==> src/rtl/reg_file_arbiter.sv <==
// ---------------------------------------------------------------------------
// reg_file_arbiter
//
// Shares the single-port reg_file between NUM_REQ requesters. A single
// transaction is in flight at a time. The arbiter holds the grant until the
// granted requester has accepted the reg_file result. Every command, including
// WRITE and MARKD, finishes with a result handshake.
//
// Optional feature macro: REG_ARB_WB_PRIO_EN
//   defined   : requester 0 (writeback) wins every arbitration it takes part
//               in. The other requesters rotate among themselves.
//   undefined : plain round-robin over all requesters.
//
// Ports
//   clk           system clock, all logic on posedge
//   reset         synchronous active-low reset
//   req_valid     per-requester command valid
//   req_ready     per-requester command accepted (one-hot pulse, IDLE only)
//   req_reg       4-bit register index, slice k for requester k
//   req_cmd       2-bit command, slice k
//   req_data      write data, slice k
//   rsp_valid     per-requester result valid (granted bit only)
//   rsp_ready     per-requester result accept
//   rsp_data      shared result bus
//   rf_reg/rf_cmd/rf_data/rf_valid   command side towards reg_file
//   rf_res_ready  result accept towards reg_file
//   rf_rdata/rf_res_valid/rf_ready   from reg_file
//   grant         index of the current or most recent grant
//
// FSM states
//   state    | meaning
//   ST_IDLE  | arbitrating; req_ready pulses for the winner
//   ST_ISSUE | rf_valid high with the latched command, waiting rf_ready
//   ST_RESP  | result passed through to the granted requester
// ---------------------------------------------------------------------------
`ifndef DATA_WIDTH
`define DATA_WIDTH 16
`endif

module reg_file_arbiter #(
    parameter int NUM_REQ    = 3,
    parameter int DATA_WIDTH = `DATA_WIDTH
) (
    input  logic                          clk,
    input  logic                          reset,
    input  logic [NUM_REQ-1:0]            req_valid,
    output logic [NUM_REQ-1:0]            req_ready,
    input  logic [4*NUM_REQ-1:0]          req_reg,
    input  logic [2*NUM_REQ-1:0]          req_cmd,
    input  logic [DATA_WIDTH*NUM_REQ-1:0] req_data,
    output logic [NUM_REQ-1:0]            rsp_valid,
    input  logic [NUM_REQ-1:0]            rsp_ready,
    output logic [DATA_WIDTH-1:0]         rsp_data,
    output logic [3:0]                    rf_reg,
    output logic [1:0]                    rf_cmd,
    output logic [DATA_WIDTH-1:0]         rf_data,
    output logic                          rf_valid,
    output logic                          rf_res_ready,
    input  logic [DATA_WIDTH-1:0]         rf_rdata,
    input  logic                          rf_res_valid,
    input  logic                          rf_ready,
    output logic [1:0]                    grant
);

    localparam logic [1:0] ST_IDLE  = 2'd0;
    localparam logic [1:0] ST_ISSUE = 2'd1;
    localparam logic [1:0] ST_RESP  = 2'd2;

    logic [1:0] state;
    logic [1:0] rr_ptr;
    logic       found;
    logic [1:0] winner;
    logic [1:0] idx;
    logic [1:0] grant_next;
    logic       rsp_done;

    // Scan starting at rr_ptr; the first valid requester wins.
    always_comb begin
        found  = 1'b0;
        winner = 2'd0;
        idx    = 2'd0;
`ifdef REG_ARB_WB_PRIO_EN
        if (req_valid[0]) begin
            found  = 1'b1;
            winner = 2'd0;
        end else begin
            // Requester 0 is handled above, so the rotation skips it.
            for (int i = 0; i < NUM_REQ; i++) begin
                idx = 2'((int'(rr_ptr) + i) % NUM_REQ);
                if (!found && idx != 2'd0 && req_valid[idx]) begin
                    found  = 1'b1;
                    winner = idx;
                end
            end
        end
`else
        for (int i = 0; i < NUM_REQ; i++) begin
            idx = 2'((int'(rr_ptr) + i) % NUM_REQ);
            if (!found && req_valid[idx]) begin
                found  = 1'b1;
                winner = idx;
            end
        end
`endif
    end

    assign grant_next = (int'(grant) == NUM_REQ - 1) ? 2'd0 : grant + 2'd1;
    assign rsp_done   = rf_res_valid && rsp_ready[grant];

    always_ff @(posedge clk) begin
        if (!reset) begin
            state   <= ST_IDLE;
            rr_ptr  <= 2'd0;
            grant   <= 2'd0;
            rf_reg  <= '0;
            rf_cmd  <= '0;
            rf_data <= '0;
        end else begin
            case (state)
                ST_IDLE: begin
                    if (found) begin
                        rf_reg  <= req_reg[int'(winner)*4 +: 4];
                        rf_cmd  <= req_cmd[int'(winner)*2 +: 2];
                        rf_data <= req_data[int'(winner)*DATA_WIDTH +: DATA_WIDTH];
                        grant   <= winner;
                        state   <= ST_ISSUE;
                    end
                end
                ST_ISSUE: begin
                    if (rf_ready) begin
                        state <= ST_RESP;
                    end
                end
                ST_RESP: begin
                    if (rsp_done) begin
                        state <= ST_IDLE;
`ifdef REG_ARB_WB_PRIO_EN
                        // Priority grants to requester 0 leave the rotation alone.
                        if (grant != 2'd0) begin
                            rr_ptr <= grant_next;
                        end
`else
                        rr_ptr <= grant_next;
`endif
                    end
                end
                default: state <= ST_IDLE;
            endcase
        end
    end

    // Outputs are gated with reset. During a synchronous reset the FSM may
    // still sit in a non-reset state, and no handshake may leak out then.
    always_comb begin
        req_ready    = '0;
        rsp_valid    = '0;
        rsp_data     = '0;
        rf_res_ready = 1'b0;
        rf_valid     = 1'b0;
        if (reset) begin
            case (state)
                ST_IDLE: begin
                    if (found) begin
                        req_ready[winner] = 1'b1;
                    end
                end
                ST_ISSUE: begin
                    rf_valid = 1'b1;
                end
                ST_RESP: begin
                    rsp_valid[grant] = rf_res_valid;
                    rsp_data         = rf_rdata;
                    rf_res_ready     = rsp_ready[grant];
                end
                default: ;
            endcase
        end
    end

endmodule

==> config.mk <==
export PLATFORM = sky130hd
export DESIGN_NAME = reg_file_arbiter
export DESIGN_NICKNAME = d
export VERILOG_FILES = /design/src/rtl/reg_file_arbiter.sv
export SDC_FILE = /design/constraint.sdc
export NUM_CORES = 1
export LEC_CHECK = 0
export ABC_AREA = 1
export ABC_CLOCK_PERIOD_IN_PS = 2100
export BUFFER_PORTS_ARGS = -buffer_cell sky130_fd_sc_hd__buf_2
export CAP_MARGIN = 0
export CORE_ASPECT_RATIO = 1.75
export CORE_MARGIN = 3
export CORE_UTILIZATION = 35
export DETAILED_ROUTE_END_ITERATION = 16
export PLACE_DENSITY = 0.68
export SETUP_SLACK_MARGIN = 0.5
export SLEW_MARGIN = 20
export SYNTH_ARGS = -nofsm -noshare
export SYNTH_HDL_FRONTEND = slang
export SYNTH_SLANG_ARGS = --single-unit
==> constraint.sdc <==
create_clock -name clk -period 2.1 [get_ports clk]
set_clock_uncertainty 0.05 [all_clocks]
set_input_delay 0.105 -clock clk [delete_from_list [all_inputs] [get_ports clk]]
set_output_delay 0.105 -clock clk [all_outputs]
set_load 0.03 [all_outputs]
==> qor.yml <==
die:
  initial_core_util: 0.362
  die_width_um: 66.7
  core_mm2: 0.00623
  die_area_mm2: 0.00748
  io_pins: 140
  row_count: 38
  die_y_um: 112
timing:
  fin_crit_ps: 2170
  hold_violations: 0
  slew-limit-headroom: 0.672
  finalCritPeriodShare: 1.03
  slew_violations: 0
  setup_slack_ps: -65.5
  fmax_mhz: 462
  worstMarginPinSlew_ps: 487
  rsz0062_at_grt: "yes"
  setup_viol: 11
grt:
  track_usage: 0.218
  grt_max_degree: 42
  met2_usage: 0.430
  grt_pass1_vias: 2922
  grt_overflow: 0
  grt_pass1_wl_um: 13000
  use_met1: 0.229
  grt_use_met3: 0.0220
  antenna_found_initial: 0
  busiest_layer: "met2"
critical_path:
  crit_chain: "inv_4, buf_4, ha_1, inv_1, nand3_2, nand2_2, nand3_2, nand2_2, nand2_4, buf_12, nor3_4, buf_6"
  arrival_ps: 2010
  max_stage_delay_ps: 380
  crit_path_end_kind: "output port"
  worstPathRequired_ps: 1950
  cp_slowest_cell: "dfxtp_4"
  path_class: "register to output port"
  critPathMaxFanout: 3
  crit_path_start_kind: "register"
yosys:
  synthMuxAreaShare: 0
  synth_cell_types: 24
  postSynthAreaPerCell_um2: 5.46
  synth_fa_ha_area_frac: 0.0222
  synthXorXnorAreaFrac: 0
  synth_top_area_share: 0.249
  synth-warning-count: 0
  synthSimpleGateAreaFrac: 0.502
  syn-num-nets: 509
  synthTopCellsByArea: "dfxtp_1 (25%), nand3_1 (17%), nand2_1 (16%)"
  synth-seq-area-share: 0.249
  synth-seq-cells: 28
  syn_area_mm2: 0.00225
  synth_top_cell_by_area: "dfxtp_1"
  synth_cells: 413
  synth_compound_area_frac: 0.0311
  synth_top_family_by_area: "simple AND/OR/NAND/NOR gates"
clocking:
  clk_pin_slew_ps: 110
  cts_buffers: 3
  htree_levels: 1
  clockRootBuffer: "clkbuf_8"
  cts_tree: "built"
  clock_path_buffers: 2
  clock_sinks: 28
  clk-insertion-delay-late_ps: 280
place:
  io_buffers: 139
  hpwl_um: 5490
  place_area_mm2: 0.00312
  place.gp.congestion: 0.838
  place_worst_setup_slack_ps: 31.8
detailed_routing:
  via_per_inst: 4.73
  drtAntennaViolNets: 0
  drt_wl_total_um: 8150
  via_count: 3099
  avgRoutedWirePerCell_um: 12.4
  drt-initial-drc-count: 123
  post-route-drc-count: 0
  drt_pre_antenna_iters: 4
hold_path:
  hold_class: "primary input to register"
layout:
  final_cell_mix: "buf_2 (135), nand2_1 (94), inv_1 (76)"
  largest_register_ffs: 16
  syn2layout_area_growth_pct: 77.7
  diodes: 0
  final_common_cell: "buf_2"
  design_area_mm2: 0.00401
  final_nets: 672
  fillerInstances: 576
  drive_above_1_share: 0.457
run_status:
  outcome: "finished, violations left"
  failed_checks: "setup timing"
flow_run:
  drv_cap: 0
pwr:
  vdd_drop_max_mv: 0.413
  leakage_uw: 0.00230
  pwr_density_cell_mw_per_mm2: 647
## report_power, final
group	total, uW	switching, uW	leakage [uW]	internal (uW)
combinational	1520	821	0.00204	698
clock	352	183	0.0000288	168
sequential	721	91.7	0.000235	629
total	2590	1100	0.00230	1500
## path summary, 6_finish.rpt
check | from | endpoint | slack (ps) | cells past startpoint
worst min register to register | grant[0] | grant[0] | 500 | 2
worst max register to register | rr_ptr[0] | rf_data[8] | -30 | 16
worst min-delay path | rf_ready | state[1] | 7 | 2
worst max-delay path | rr_ptr[0] | req_ready[2] | -70 | 12
## kinds of logic after synthesis
| family | after synthesis |
|---|---|
| compound gates | 12 |
| fa+ha+maj | 4 |
| buf+inv | 106 |
| flops | 28 |
| simple gates | 263 |
## timing repair
action | 4_1_cts | 5_1_grt
gates cloned | 8 | 1
hold buffers | 0 | 0
setup endpoints to repair | 44 | 35
gates resized for setup | 95 | 30
pin swaps | 32 | 23
setup buffers | 16 | 3
## through the flow
stage	utilization	instances	TNS [ps]	power (uW)	hold WS, ps
finish	0.643	655	-316	2590	6.72
global route	0.643	655	-2830	2770	26.1
CTS	0.615	651	-253	2510	5.32
detailed placement	0.500	623	0	1710	295
global placement	0.500	623	0	1700	291
floorplan	-	413	0	1420	186
## layer usage
layer / wire [um] / vias up
met5: 0 / -
met4: 113 / 0
met3: 424 / 8
met2: 4730 / 98
met1: 2880 / 1421
li1: - / 1572
## critical path: cells and delay by family, from the launching register on
family	cells	cell delay [ps]
adder cells (fa/ha/maj)	1	180
AND/OR/NAND/NOR	6	610
flip-flops	1	380
buffers and inverters	5	570
## synth_stat cells
| master | n |
|---|---|
| a21boi_1 | 1 |
| a21oi_1 | 4 |
| a22o_1 | 1 |
| buf_2 | 8 |
| buf_4 | 3 |
| buf_6 | 3 |
| clkbuf_1 | 6 |
| clkinv_1 | 2 |
| dfxtp_1 | 28 |
| ha_1 | 4 |
| inv_1 | 79 |
| inv_2 | 5 |
| nand2_1 | 99 |
| nand2_2 | 4 |
| nand3_1 | 77 |
| nand3_2 | 1 |
| nand4_1 | 2 |
| nand4_2 | 1 |
| nor2_1 | 73 |
| nor2_4 | 1 |
| nor3_1 | 4 |
| nor3_2 | 1 |
| o21ai_0 | 5 |
| o21ai_2 | 1 |
## cell type report
class | instances | area [um2] | area share
clock buffers | 4 | 55.1 | 0.0137
inverters | 86 | 343 | 0.0856
repair buffers | 178 | 1290 | 0.323
well taps | 80 | 100 | 0.0250
multi-input cells | 279 | 1640 | 0.410
flip-flops and latches | 28 | 571 | 0.142
(Power assumes the default switching activity.)
